$ cat src/rtl/ddr_cmn_zqcal_ctrl.sv
// ddr_cmn_zqcal_ctrl
// ------------------
// ZQ calibration controller for the DDR common block. A start edge runs a
// successive-approximation search over the pull-down driver code, then
// over the pull-up driver code. Each trial bit is judged by the
// synchronised analog ZQ comparator output.
//
// Optional build macro: DDR_ZQCAL_MAJORITY_EN
//   When defined, every bit decision is the majority of three consecutive
//   synchronised comparator samples. Each sample phase is then 3 cycles.
//   When undefined, one sample is used per bit.
//
// Ports:
//   i_hclk        CSR/AHB clock (only clock)
//   i_hreset      asynchronous active-high reset
//   i_cal_en      calibration enable; low aborts a running calibration
//   i_cal_start   start request; only a rising edge is acted on
//   i_settle_cyc  settle cycles after each trial code (minimum 2 enforced)
//   i_comp        analog comparator output (asynchronous)
//   o_cal_active  enables the analog comparator/reference while busy
//   o_sel_pu      0 = pull-down phase, 1 = pull-up phase
//   o_pd_code     pull-down driver code
//   o_pu_code     pull-up driver code
//   o_sta         {error, done, busy, pu_code, pd_code}
module ddr_cmn_zqcal_ctrl #(
    parameter int CODE_W   = 6,
    parameter int SETTLE_W = 8
) (
    input  logic                  i_hclk,
    input  logic                  i_hreset,
    input  logic                  i_cal_en,
    input  logic                  i_cal_start,
    input  logic [SETTLE_W-1:0]   i_settle_cyc,
    input  logic                  i_comp,
    output logic                  o_cal_active,
    output logic                  o_sel_pu,
    output logic [CODE_W-1:0]     o_pd_code,
    output logic [CODE_W-1:0]     o_pu_code,
    output logic [2*CODE_W+2:0]   o_sta
);

    localparam int IDX_W = (CODE_W > 1) ? $clog2(CODE_W) : 1;
    localparam logic [IDX_W-1:0]  IDX_MSB  = IDX_W'(CODE_W - 1);
    localparam logic [CODE_W-1:0] CODE_MID = {1'b1, {(CODE_W-1){1'b0}}};

    typedef enum logic [2:0] {
        ST_IDLE    = 3'd0,
        ST_PD_SET  = 3'd1,
        ST_PD_WAIT = 3'd2,
        ST_PD_SAMP = 3'd3,
        ST_PU_SET  = 3'd4,
        ST_PU_WAIT = 3'd5,
        ST_PU_SAMP = 3'd6,
        ST_DONE    = 3'd7
    } state_t;

    // A code pinned at either rail means the search never found a crossing.
    function automatic logic code_saturated(input logic [CODE_W-1:0] code);
        code_saturated = (&code) | (~|code);
    endfunction

    function automatic logic maj3(input logic a, input logic b, input logic c);
        maj3 = (a & b) | (a & c) | (b & c);
    endfunction

    state_t                 state_r;
    logic [IDX_W-1:0]       idx_r;
    logic [SETTLE_W-1:0]    cnt_r;
    logic [CODE_W-1:0]      pd_code_r;
    logic [CODE_W-1:0]      pu_code_r;
    logic                   busy_r;
    logic                   sel_pu_r;
    logic                   done_r;
    logic                   error_r;
    logic                   start_q_r;
    logic                   comp_meta_r;
    logic                   comp_sync_r;

    logic                   start_edge_s;
    logic [SETTLE_W-1:0]    cnt_load_s;
    logic                   bit_ready_s;
    logic                   bit_dec_s;

    // Two-flop synchroniser for the comparator and the start-request delay.
    always_ff @(posedge i_hclk or posedge i_hreset) begin
        if (i_hreset) begin
            comp_meta_r <= 1'b0;
            comp_sync_r <= 1'b0;
            start_q_r   <= 1'b0;
        end else begin
            comp_meta_r <= i_comp;
            comp_sync_r <= comp_meta_r;
            start_q_r   <= i_cal_start;
        end
    end

    // Start edge detection and the settle reload value.
    // The reload value is clamped to at least 2 cycles so the synchroniser latency is covered.
    always_comb begin
        start_edge_s = i_cal_start & ~start_q_r & i_cal_en;
        if (i_settle_cyc < SETTLE_W'(2)) begin
            cnt_load_s = SETTLE_W'(1);
        end else begin
            cnt_load_s = i_settle_cyc - SETTLE_W'(1);
        end
    end

`ifdef DDR_ZQCAL_MAJORITY_EN
    logic [1:0] samp_cnt_r;
    logic       samp0_r;
    logic       samp1_r;

    // Collect the first two comparator samples of each sample phase.
    always_ff @(posedge i_hclk or posedge i_hreset) begin
        if (i_hreset) begin
            samp_cnt_r <= 2'd0;
            samp0_r    <= 1'b0;
            samp1_r    <= 1'b0;
        end else if ((state_r == ST_PD_SAMP || state_r == ST_PU_SAMP) && i_cal_en) begin
            if (samp_cnt_r == 2'd0) begin
                samp0_r    <= comp_sync_r;
                samp_cnt_r <= 2'd1;
            end else if (samp_cnt_r == 2'd1) begin
                samp1_r    <= comp_sync_r;
                samp_cnt_r <= 2'd2;
            end else begin
                samp_cnt_r <= 2'd0;
            end
        end else begin
            samp_cnt_r <= 2'd0;
        end
    end

    // The third sample is taken live; the bit is decided by 2-of-3 vote.
    always_comb begin
        bit_ready_s = (samp_cnt_r == 2'd2);
        bit_dec_s   = maj3(samp0_r, samp1_r, comp_sync_r);
    end
`else
    // One synced comparator sample decides each bit.
    always_comb begin
        bit_ready_s = 1'b1;
        bit_dec_s   = comp_sync_r;
    end
`endif

    // Calibration sequencer with registered codes and status.
    always_ff @(posedge i_hclk or posedge i_hreset) begin
        if (i_hreset) begin
            state_r   <= ST_IDLE;
            idx_r     <= IDX_MSB;
            cnt_r     <= '0;
            pd_code_r <= CODE_MID;
            pu_code_r <= CODE_MID;
            busy_r    <= 1'b0;
            sel_pu_r  <= 1'b0;
            done_r    <= 1'b0;
            error_r   <= 1'b0;
        end else if (busy_r && !i_cal_en) begin
            // Abort: the codes keep their partial values, and the status reports an error.
            state_r  <= ST_IDLE;
            busy_r   <= 1'b0;
            sel_pu_r <= 1'b0;
            done_r   <= 1'b0;
            error_r  <= 1'b1;
        end else begin
            case (state_r)
                ST_IDLE: begin
                    if (start_edge_s) begin
                        state_r   <= ST_PD_SET;
                        idx_r     <= IDX_MSB;
                        pd_code_r <= '0;
                        done_r    <= 1'b0;
                        error_r   <= 1'b0;
                        busy_r    <= 1'b1;
                        sel_pu_r  <= 1'b0;
                    end else begin
                        state_r <= ST_IDLE;
                    end
                end
                ST_PD_SET: begin
                    pd_code_r[idx_r] <= 1'b1;
                    cnt_r            <= cnt_load_s;
                    state_r          <= ST_PD_WAIT;
                end
                ST_PD_WAIT: begin
                    if (cnt_r == '0) begin
                        state_r <= ST_PD_SAMP;
                    end else begin
                        cnt_r <= cnt_r - SETTLE_W'(1);
                    end
                end
                ST_PD_SAMP: begin
                    if (bit_ready_s) begin
                        pd_code_r[idx_r] <= bit_dec_s;
                        if (idx_r == '0) begin
                            idx_r     <= IDX_MSB;
                            pu_code_r <= '0;
                            sel_pu_r  <= 1'b1;
                            state_r   <= ST_PU_SET;
                        end else begin
                            idx_r   <= idx_r - IDX_W'(1);
                            state_r <= ST_PD_SET;
                        end
                    end else begin
                        state_r <= ST_PD_SAMP;
                    end
                end
                ST_PU_SET: begin
                    pu_code_r[idx_r] <= 1'b1;
                    cnt_r            <= cnt_load_s;
                    state_r          <= ST_PU_WAIT;
                end
                ST_PU_WAIT: begin
                    if (cnt_r == '0) begin
                        state_r <= ST_PU_SAMP;
                    end else begin
                        cnt_r <= cnt_r - SETTLE_W'(1);
                    end
                end
                ST_PU_SAMP: begin
                    if (bit_ready_s) begin
                        pu_code_r[idx_r] <= bit_dec_s;
                        if (idx_r == '0) begin
                            idx_r    <= IDX_MSB;
                            busy_r   <= 1'b0;
                            sel_pu_r <= 1'b0;
                            state_r  <= ST_DONE;
                        end else begin
                            idx_r   <= idx_r - IDX_W'(1);
                            state_r <= ST_PU_SET;
                        end
                    end else begin
                        state_r <= ST_PU_SAMP;
                    end
                end
                ST_DONE: begin
                    done_r  <= 1'b1;
                    error_r <= code_saturated(pd_code_r) | code_saturated(pu_code_r);
                    state_r <= ST_IDLE;
                end
                default: begin
                    state_r  <= ST_IDLE;
                    busy_r   <= 1'b0;
                    sel_pu_r <= 1'b0;
                end
            endcase
        end
    end

    assign o_cal_active = busy_r;
    assign o_sel_pu     = sel_pu_r;
    assign o_pd_code    = pd_code_r;
    assign o_pu_code    = pu_code_r;
    assign o_sta        = {error_r, done_r, busy_r, pu_code_r, pd_code_r};

endmodule

$ cat config.mk
export PLATFORM = sky130hd
export DESIGN_NAME = ddr_cmn_zqcal_ctrl
export DESIGN_NICKNAME = d
export VERILOG_FILES = /design/src/rtl/ddr_cmn_zqcal_ctrl.sv
export SDC_FILE = /design/constraint.sdc
export NUM_CORES = 1
export LEC_CHECK = 0
export ABC_AREA = 1
export CORE_AREA = 4 4 96 98
export CTS_CLUSTER_SIZE = 28
export DETAILED_ROUTE_END_ITERATION = 8
export DIE_AREA = 0 0 100 102
export SYNTH_ARGS = -nofsm -noshare
export SYNTH_HDL_FRONTEND = slang
export SYNTH_SLANG_ARGS = --single-unit
$ cat constraint.sdc
create_clock -name i_hclk -period 1.32 [get_ports i_hclk]
set_input_delay 0.33 -clock i_hclk [delete_from_list [all_inputs] [get_ports i_hclk]]
set_output_delay 0.33 -clock i_hclk [all_outputs]
set_load 0.05 [all_outputs]
After elaboration in Yosys (flattened, before gate mapping)
Index checks and enable logic that the tools add are counted.
Storage, ports and cells
  register bits after elaboration: 33
  logic and storage cells: 105
  output and inout port bits: 29
  bits of input ports: 13
Operators by class
  eq/ne operators: 15
  add/subtract/negate cells: 3
  bitwise gates (word level): 9
  mux-type cells: 33
  order comparisons: 3
  reduce and logical (&&, ||, !) cells: 30
Operator list (number)
  case mux 6 bit (3 select lines): 2
  case mux 3 bit (8 select lines): 1
  2-to-1 mux 3 bit: 6
  2-to-1 mux 8 bit: 2
  case mux 8 bit (2 select lines): 1
  subtractor 8 x 1 -> 8 bit, second input constant: 2
  inequality test 3 bit, second input constant: 5
  AND reduction 3 bit: 5
  bitwise mux 6 bit: 2
  == test 3 bit, second input constant: 4
  2-to-1 mux 6 bit: 2
  bitwise OR 6 bit: 2
  AND reduction 6 bit: 2
  nonzero test 3 bit: 4
  OR reduction 6 bit: 2
  2-to-1 mux 1 bit: 10
  zero test 8 bit: 1
  less-than comparator 8 x 2 -> 1 bit, second input constant: 1
  == test 3 x 2 -> 1 bit, second input constant: 2
  zero test 3 bit: 2
  inequality test 2 bit, second input constant: 3
  case mux 1 bit (2 select lines): 3
  case mux 3 bit (2 select lines): 1
  OR reduction 2 bit: 3
  other kinds (16): 25

Longest topological paths before layout
Gate-level depths: netlist (run 1).
  word-level depth: 6
  depth in mapped cells: 10
  gate-level depth less buffers: 10

Least setup slack after synthesis (run 1)
OpenSTA, ideal clock, no wires.
  path type: reg-to-reg
  start point: reg busy_r, in the netlist o_cal_active
  end point: reg cnt_r[1]
  setup slack: -0.325 ns
  arrival time: 1.522 ns
  cell stages (with the launch flop): 9
  buffers on the path: 1
  setup time: 0.123 ns
  clock period less this slack: 1.645 ns
  required time: 1.197 ns
  cell sequence: dfrtp_1 -> inv_1 -> nor2_1 -> inv_1 -> buf_4 -> nand3_2 -> nand2_2 -> o21ai_0 -> nand2_1
On the way
  longest elaborated chain between the ends: 3
RTL lines
  start, declared: RTL line 71  | logic busy_r;
  start signal, assigned: RTL line 155  | busy_r <= 1'b0;
  start signal, assigned: RTL line 162  | busy_r <= 1'b0;
  start signal, assigned: RTL line 175  | busy_r <= 1'b1;
  logical AND 1 bit: RTL line 159  | end else if (busy_r && !i_cal_en) begin
  NOT 1 bit (no source line)
  AND reduction 3 bit (no source line)
  end signal, assigned: RTL line 183  | cnt_r <= cnt_load_s;
  end signal, assigned: RTL line 190  | cnt_r <= cnt_r - SETTLE_W'(1);
  end signal, assigned: RTL line 211  | cnt_r <= cnt_load_s;
  end, declared: RTL line 68  | logic [SETTLE_W-1:0] cnt_r;
No other way between the ends.
A chain may end at the register's enable or synchronous reset.

Final worst setup path (run 1)
  start point: reg pd_code_r[5], in the netlist o_pd_code[5]
  end point: out o_pd_code[5]
RTL lines
  start, declared: RTL line 69  | logic [CODE_W-1:0] pd_code_r;
  start signal, assigned by index: RTL line 195  | pd_code_r[idx_r] <= bit_dec_s;
  end, declared: RTL line 37  | output logic [CODE_W-1:0] o_pd_code,
No word-level cell between the ends.

==> results of run 1 <==
==> where the power goes <==
| group | switching, mW | total, mW | internal [mW] |
|---|---|---|---|
| Combinational | 3.88 | 7.16 | 3.27 |
| Clock | 0.388 | 0.813 | 0.426 |
| Sequential | 0.513 | 1.93 | 1.42 |
| Total | 4.78 | 9.90 | 5.12 |
==> cell type report <==
| type | count | share of cell area (%) |
|---|---|---|
| clock buffer | 8 | 2.06 |
| inverter | 47 | 4.20 |
| multi-input combinational | 272 | 37.7 |
| sequential | 33 | 19.2 |
| tap | 108 | 3.09 |
| timing repair buffer | 132 | 33.7 |
==> cells by family (layout without fill, tap and decap cells) <==
family	count (synthesis)	count (layout)	synth area share (%)
and+or+nand+nor	226	228	40.6
buffers and inverters	68	187	14.0
AOI/OAI and AO/OA	40	40	9.48
DFF	33	33	34.0
adders and majority gates	3	3	1.54
xor gates and xnor gates	1	1	0.359
==> cells in the mapped netlist, types with 2 or more instances <==
cell and count:
nor2_1 34, inv_1 45, nand3b_1 3, buf_4 17, ha_1 3, dfrtp_1 29, nand4_1 7, dfstp_2 4
nor2_2 3, nand2_2 4, nand2_1 122, o21ai_2 7, nor3_1 4, inv_2 2, o21ai_0 30, nand3_1 44
nor2_4 2, buf_6 3
==> what timing repair did <==
item	in CTS	in global routing
gates cloned	2	0
pin swaps	39	23
setup buffers	19	4
endpoints found under the hold margin	0	0
setup endpoints to repair	47	50
gates resized for setup	92	43
==> stage by stage <==
step | total power [mW] | worst slack, ns | std cells
floorplan | 5.28 | -0.0634 | 371
global placement | 7.65 | -0.420 | 568
detailed placement | 7.75 | -0.448 | 568
CTS | 9.47 | -0.105 | 597
global route | 10.5 | -0.158 | 600
finish | 9.90 | -0.0957 | 600
==> sequential cells by signal, indices dropped and copies added (netlist names), 3 cells and up <==
name	flops
cnt_r	8
idx_r	3
o_pd_code	6
o_pu_code	6
state_r	3
==> worst paths after layout <==
check,from,to,slack (ns),cells past startpoint
setup / recovery,o_pd_code[5],o_pd_code[5],-0.1,2
hold / removal,i_cal_start,start_q_r,0.31,1
setup reg to reg,state_r[1],state_r[0],-0.08,7
hold reg to reg,comp_meta_r,bit_dec_s,0.36,0
max in group asynchronous,i_hreset,o_pu_code[5],0.69,3
min in group asynchronous,i_hreset,cnt_r[6],0.37,3
==> per-layer routing <==
metal  track usage (%)  up-vias
met5                 0        -
met3              2.80       17
met4              3.52        0
met2              28.5       63
met1              17.8     1310
li1                  -     1411
==> results.md, run 1 <==
* Result of the run: finished, violations left
* Violations in the final reports: negative setup slack
* Die height at 102 um
* Post-route DRC at 0
* Detailed-routing iteration count for the pre-antenna-repair pass at 4
* Top Family by Delay on Critical Path: flip-flops
* Number of hold violations in the final report at 0
* Library cells used by synthesis at 26
* Setup repair after global routing missed its margin: yes
* IO Pins at 42
* Worst path buffer plus inverter count at 2
* DRT iter0 DRCs at around 110
* Nets@finish at roughly 510
* Die width at approximately 100 um
* Maximum net fanout on the critical path at 3
* Clock root cell: clkbuf_8
* Share of final-layout standard cells stronger than drive strength 1 at between 40% and 50%
* Length of routed wiring on met1 at 3.13 mm
* Synth top area share at between 20% and 30%
* Placer congestion estimate at a little under 0.9
* Largest incremental delay on the critical path at roughly 0.54 ns
* Via count of the routed design at roughly 2,800
* CTS sink cnt at 33
* Overall die area at about 0.010 mm^2
* Max Cap Violations at 0
* Vias in the first global route at roughly 2,900
* Final Cell Area at 0.00438 mm^2
* Worst vdd rail ir drop at between 1500 and 2000 uV
* Highest Signal Layer: met4
* Maximum number of buffers from clock root to sink at 2
* Number of cells produced by synthesis at ~370
* Clk pin slew, worst setup/hold paths at about 0.070 ns
* Clock tree from TritonCTS: yes
* Cell types with the largest area share after synthesis: dfrtp_1 30%, nand2_1 19%, nand3_1 9.0%
* Placement Rows at 34
* Worst max-slew margin expressed relative to the limit at 83.1%
* Worst path slowest cell: dfstp_2
* Type of the tightest min-delay check: in2reg
* Number of fillers in the final layout at 785
* Post-DR wirelength/cell at between 10 and 15 um
* H-tree lvl count at 2
* Most frequent cells in the layout: 96 x nand2_1, 71 x buf_4, 32 x inv_1
* Layout area overhead at 79.1%
* Synthesized area at between 0.002 and 0.0025 mm^2
* Drt total wl at roughly 7.7 mm
* Area occupied by multi-input gates at 0.00165 mm^2
* Setup violations, final at 27
* Total global-route track usage at roughly 15%
* Core area at approximately 0.0085 mm^2
* Crit path setup slack, layout at -0.0957 ns
* Yosys warnings at 0
* Final total negative setup slack at -1.32 ns
* TritonCTS buffer count at 5
* Number of antenna violations at the first check in global routing at 0
* Ys async rst share at 100%
* Antenna Nets Post-Route at 0
* Series of cell instances along the critical path: buf_6, buf_12
* Yosys top cell by area: dfrtp_1
* Net count of the mapped netlist at 387
* Post-CTS Hold Fix Bufs at 0
* Synth Area per Inst at ~6.6 um^2
* CP Data Required Time at 0.99 ns
* Count of port buffers added during placement at between 40 and 50
* Crit. End Element: output pin
* Diodes inserted at 0
* Number of flops mapped to enable cells by yosys at 0
* Primary FF master, synth: dfrtp_1
* Flip-flop and latch count after synthesis at 33
* Setup skew after layout at around 0.0063 ns
* Power Density at roughly 2300 mW/mm^2
* Starting Density at approximately 29%
* Final Hold Slack at roughly 0.31 ns
* Pin count of the biggest net entering global routing at 34
* Met3 Wirelength at roughly 330 um
* Share of synthesized area occupied by flip-flops and latches at 34.0%
* First-pass GRT wire length at ~13 mm
* Most common cell after layout, fill and taps aside: nand2_1
* Leakage power figure at between 2 and 2.5 nW
* Congestion Overflow GR at 0
* Vias per cell at about 4.7
* Data arrival time of the worst path at between 1 and 1.5 ns
* Crit Path Category: reg2out
* Met2 wire length at ~4 mm
* Highest achievable clock rate at 706 MHz
* Final cycle utilization of the critical path at 107%
* Area used by sequential logic in the layout at 842 um^2
* Clock Latency Late Sink at a little under 0.3 ns
* Post-detailed-placement cell area at about 0.0037 mm^2
* Final critical path time including I/O delays and setup at between 1 and 1.5 ns
* HPWL reported at the end of detailed placement at about 5.4 mm
* Worst-margin pin slew at approximately 0.25 ns
* Number of pins with negative max-slew slack in the final report at 0
* Utilization after layout at 51.7%
* Kind of launch point of the worst setup path: register
(Power assumes the default switching activity.)
==> inputs of run 2 (changes only) <==
--- a/config.mk
+++ b/config.mk
@@ -6,10 +6,10 @@
 export NUM_CORES = 1
 export LEC_CHECK = 0
 export ABC_AREA = 1
-export CORE_AREA = 4 4 96 98
+export CORE_AREA = 4 4 84 86
 export CTS_CLUSTER_SIZE = 28
 export DETAILED_ROUTE_END_ITERATION = 8
-export DIE_AREA = 0 0 100 102
+export DIE_AREA = 0 0 88 90
 export SYNTH_ARGS = -nofsm -noshare
 export SYNTH_HDL_FRONTEND = slang
 export SYNTH_SLANG_ARGS = --single-unit
==> constraint.sdc (replaced) <==
create_clock -name i_hclk -period 1.3 [get_ports i_hclk]
set_input_delay 0.325 -clock i_hclk [delete_from_list [all_inputs] [get_ports i_hclk]]
set_output_delay 0.325 -clock i_hclk [all_outputs]
set_load 0.05 [all_outputs]
==> results.md, run 2 (synthesis results as in run 1) <==
* Placer congestion estimate at 0.888 (was 0.885)
* Placement Rows at 29 (was 34)
* Result of the run: finished, violations left (unchanged)
* IO Pins at 42 (unchanged)
* Nets@finish at 503 (was 507)
* Crit. End Element: register (was output pin)
* TritonCTS buffer count at 5 (unchanged)
* Via count of the routed design at 2,900 (was 2,801)
* Clock Latency Late Sink at 0.29 ns (about the same)
* Final critical path time including I/O delays and setup at 1.48 ns
* Crit Path Category: reg2reg (was reg2out)
* Power Density at 2470 mW/mm^2 (was 2260 mW/mm^2)
* Pin count of the biggest net entering global routing at 22 (was 34)
* Worst vdd rail ir drop at 1960 uV (was 1540 uV)
* Congestion Overflow GR at 0 (unchanged)
* Die height at 90 um (was 102 um)
* Worst-margin pin slew at 0.301 ns (was 0.254 ns)
* Highest achievable clock rate at 677 MHz
* HPWL reported at the end of detailed placement at 5.57 mm (was 5.41 mm)
* Data arrival time of the worst path at 1.65 ns (was 1.09 ns)
* Starting Density at 38.9% (was 28.9%)
* Clk pin slew, worst setup/hold paths at 0.08 ns (was 0.07 ns)
* H-tree lvl count at 2 (unchanged)
* Leakage power figure at 2.13 nW (was 2.14 nW)
* Detailed-routing iteration count for the pre-antenna-repair pass at 5 (was 4)
* Setup skew after layout at 0.0130 ns (was 0.00627 ns)
* Core area at 0.00628 mm^2 (was 0.00847 mm^2)
* Vias per cell at 5.13 (was 4.67)
* Violations in the final reports: negative setup slack (unchanged)
* DRT iter0 DRCs at 177 (was 111)
* Clock root cell: clkbuf_8 (unchanged)
* CP Data Required Time at 1.48 ns (was 0.99 ns)
* Type of the tightest min-delay check: in2async (was in2reg)
* Crit path setup slack, layout at -0.176 ns (was -0.0957 ns)
* Setup violations, final at 34 (was 27)
* Total global-route track usage at 21.2% (was 15.2%)
* Diodes inserted at 0 (unchanged)
* Kind of launch point of the worst setup path: register (unchanged)
* Post-DR wirelength/cell at 14.9 um (was 12.9 um)
* Share of final-layout standard cells stronger than drive strength 1 at 50.6% (was 48.4%)
* Number of hold violations in the final report at 0 (unchanged)
* Maximum net fanout on the critical path at 11 (was 3)
* Post-route DRC at 0 (unchanged)
* Number of antenna violations at the first check in global routing at 0 (unchanged)
* Reg-to-reg startpoint: state_r[1] (unchanged)
* CP startpoint: state_r[1] (was o_pd_code[5])
* Count of port buffers added during placement at 41 (unchanged)
* CTS sink cnt at 33 (unchanged)
* Post-CTS Hold Fix Bufs at 0 (unchanged)
* Final cycle utilization of the critical path at 114%
* First-pass GRT wire length at 13.6 mm (was 12.8 mm)
* Largest register by flop count: cnt_r (unchanged)
* Utilization after layout at 70.5% (was 51.7%)
* Final Hold Slack at 0.357 ns (was 0.312 ns)
* Number of pins with negative max-slew slack in the final report at 0 (unchanged)
* Most frequent cells in the layout: 88 x nand2_1, 66 x buf_4, 32 x inv_1 (was 96 x nand2_1, 71 x buf_4, 32 x inv_1)
* Worst Reg-to-Reg Cells at 8 (was 7)
* Most common cell after layout, fill and taps aside: nand2_1 (unchanged)
* Max Cap Violations at 0 (unchanged)
* Die width at 88 um (was 100 um)
* Overall die area at 0.00792 mm^2 (was 0.0102 mm^2)
* Clock tree from TritonCTS: yes (unchanged)
* Layout area overhead at 81.1% (was 79.1%)
* Maximum number of buffers from clock root to sink at 2 (unchanged)
* Worst max-slew margin expressed relative to the limit at 80.0% (was 83.1%)
* Setup repair after global routing missed its margin: yes (unchanged)
* Vias in the first global route at 2,973 (was 2,867)
* Drt total wl at 8.44 mm (was 7.73 mm)
* Number of flip-flops in the largest register at 8 (unchanged)
* Antenna Nets Post-Route at 0 (unchanged)
run 2: critical path, stage by stage, from the launching register on:
cell and delay (ns):
dfrtp_2 0.53, nand2_1 0.14, nor2_2 0.17, nand2_2 0.12
inv_2 0.09, nor2_4 0.04, buf_12 0.15, nand2_2 0.06
o21ai_2 0.05
run 2: per-stage QoR:
| step | total power, mW | worst slack, ns | instance area, um^2 | TNS, ns | std cells |
|---|---|---|---|---|---|
| floorplan | 5.37 | -0.0834 | 2510 | -1.28 | 371 |
| global placement | 7.97 | -0.405 | 3710 | -10.19 | 541 |
| detailed placement | 8.09 | -0.448 | 3710 | -11.08 | 541 |
| CTS | 10.3 | -0.123 | 4230 | -1.97 | 561 |
| global route | 11.6 | -0.247 | 4420 | -5.75 | 565 |
| finish | 10.9 | -0.176 | 4420 | -3.17 | 565 |
run 2: path summary, 6_finish.rpt:
check | to | slack [ns]
worst max-delay path | o_pu_code[1] | -0.18
worst min-delay path | comp_meta_r | 0.36
worst max register to register | o_pu_code[1] | -0.18
worst min register to register | bit_dec_s | 0.36
max in group asynchronous | o_pd_code[5] | 0.60
min in group i_hclk | bit_dec_s | 0.36
run 2: area by class of cell:
class	count	area, um^2
fillers	462	1850
multi-input cells	272	1720
repair buffers	128	1450
flip-flops and latches	33	840
inverters	47	186
well taps	77	96.3
clock buffers	5	68.8
clock inverters	3	65.1
run 2: metal layers:
metal	GRT usage [%]	share of wire, %	vias to the layer above
met5	0	0	-
met4	7.42	3.1	0
met3	3.66	4.6	30
met2	38.8	55	89
met1	24.1	37	1374
li1	-	-	1407
run 2: power by group:
part	total, mW	internal, mW	leakage [nW]	switching, mW
clock network	1.17	0.762	0.0681	0.413
registers	1.95	1.43	0.408	0.523
logic	7.81	3.54	1.65	4.27
run 2: what timing repair did:
| action | in CTS | in global routing |
|---|---|---|
| setup buffers | 20 | 5 |
| gates cloned | 2 | 0 |
| endpoints found under the setup margin | 55 | 42 |
| pin swaps | 28 | 27 |
| gates resized for setup | 99 | 51 |
==> edit (flow settings as in run 1) <==
Set the parameter `SETTLE_W` to 12 (it was 8).
--- a/src/rtl/ddr_cmn_zqcal_ctrl.sv
+++ b/src/rtl/ddr_cmn_zqcal_ctrl.sv
@@ -25,5 +25,5 @@
 module ddr_cmn_zqcal_ctrl #(
     parameter int CODE_W   = 6,
-    parameter int SETTLE_W = 8
+    parameter int SETTLE_W = 12
 ) (
     input  logic                  i_hclk,
Ports: changed (resized i_settle_cyc); port bits go from 42 to 46. The function was not compared with the original's and may differ.
==> edit against run 1 <==
- routed wire length down 2.2%
- largest power group unchanged
- critical endpoint is now cnt_r[5]$_DFFE_PP0P_
- global-route usage shrank 0.16 points
- critical path type is now reg -> reg
- synthesized area increased by 13%
- final area up 8.6%
- the run still ends with setup timing left
- sequential cell count increased by 4
- power is 17% higher
- worst setup slack worse by 0.12 ns
==> edit: results <==
group,metric,value,unit
outcome,status,"finished, violations left",
outcome,violations,"setup timing",
place,post-place-ws,-0.546,ns
final_layout,fin_util,56.1,%
power_and_ir_drop,seqPwrFrac,18.0,%
yosys,yosysSeqAreaShare,33.8,%
place,detailed_place.area,0.00419,mm²
worst_setup_path,worstReg2RegEnd,"cnt_r[5]$_DFFE_PP0P_",
sta,hold_slack,0.273,ns
place,finalWeightedCongestion,0.890,
worst_setup_path,rr_worst_depth,10,
grt,grt_pass1_wl,12600,µm
grt,grt_pass1_vias,2942,
power_and_ir_drop,clk-power,0.794,mW
place,hpwl,5460,µm
worst_setup_path,worstPathMaxFanout,5,
sta,finalSetupTns,-4.29,ns
yosys,syn-num-nets,420,
worst_setup_path,r2r_start,"cnt_r[0]$_DFFE_PP0P_",
power_and_ir_drop,p_sw_share,46.9,%
grt,grtUsageTotal,15.0,%
power_and_ir_drop,design_power_total,11.6,mW
final_layout,final.fill_count,767,
sta,finalSetupViolations,36,
grt,grt_max_degree,38,
place,placed_cells,620,
power_and_ir_drop,leakagePower,2.29,nW
sta,fin_skew,0.00602,ns
worst_setup_path,cp_data_arrival_time,1.78,ns
drt,wire_per_inst,11.7,µm
sta,fin_ws,-0.219,ns
power_and_ir_drop,vdd_drop_max,0.000685,V
place,io_buffers,45,
drt,drt-total-wl,7560,µm
[edit: area by class of cell]
class,instances,area share (%)
multi-input combinational,296,37.1
timing repair buffer,151,34.5
sequential,37,19.7
inverter,47,4.19
tap,108,2.84
clock buffer,8,1.69
[edit: worst max path at each step]
stage | to | start | slack [ns]
3_3_place_gp | cnt_r[6]$_DFFE_PP0P_ | i_settle_cyc[9] | -0.51
3_5_place_dp | cnt_r[6]$_DFFE_PP0P_ | i_settle_cyc[9] | -0.55
5_1_grt | cnt_r[6]$_DFFE_PP0P_ | cnt_r[0]$_DFFE_PP0P_ | -0.30
6_report | cnt_r[5]$_DFFE_PP0P_ | cnt_r[0]$_DFFE_PP0P_ | -0.22
2_1_floorplan | cnt_r[6]$_DFFE_PP0P_ | o_cal_active$_DFFE_PP0P_ | -0.08
4_1_cts | cnt_r[4]$_DFFE_PP0P_ | cnt_r[0]$_DFFE_PP0P_ | -0.14
[edit: worst max-delay path: stages (launching register included)]
cell and delay [ns]:
dfrtp_1 0.39, inv_2 0.11, ha_4 0.15, nand3_2 0.07, nor2_2 0.12, nand2_2 0.09
o21ai_4 0.19, buf_4 0.15, buf_6 0.11, nand2_1 0.05, nand2_1 0.05
[edit: cells by family after synthesis]
logic type / share of synthesized area, %
and+or+nand+nor: 37.9
buffers and inverters: 12.3
AOI/OAI and AO/OA: 12.1
DFF: 33.8
adders and majority gates: 1.36
xor gates and xnor gates: 2.54
[edit: per-layer routing]
metal,track usage (%),wire (µm),vias to the layer above,share of wire (%)
li1,-,-,1558,-
met1,15.7,2950,1382,39
met2,30.1,4090,73,54
met3,2.39,353,15,4.7
met4,5.28,162,0,2.1
met5,0,0,-,0
[edit: repair_timing]
action	4_1_cts	5_1_grt
pin swaps	15	12
cloned	0	1
gates resized for setup	57	48
buffers inserted	20	5
setup endpoints to repair	55	54
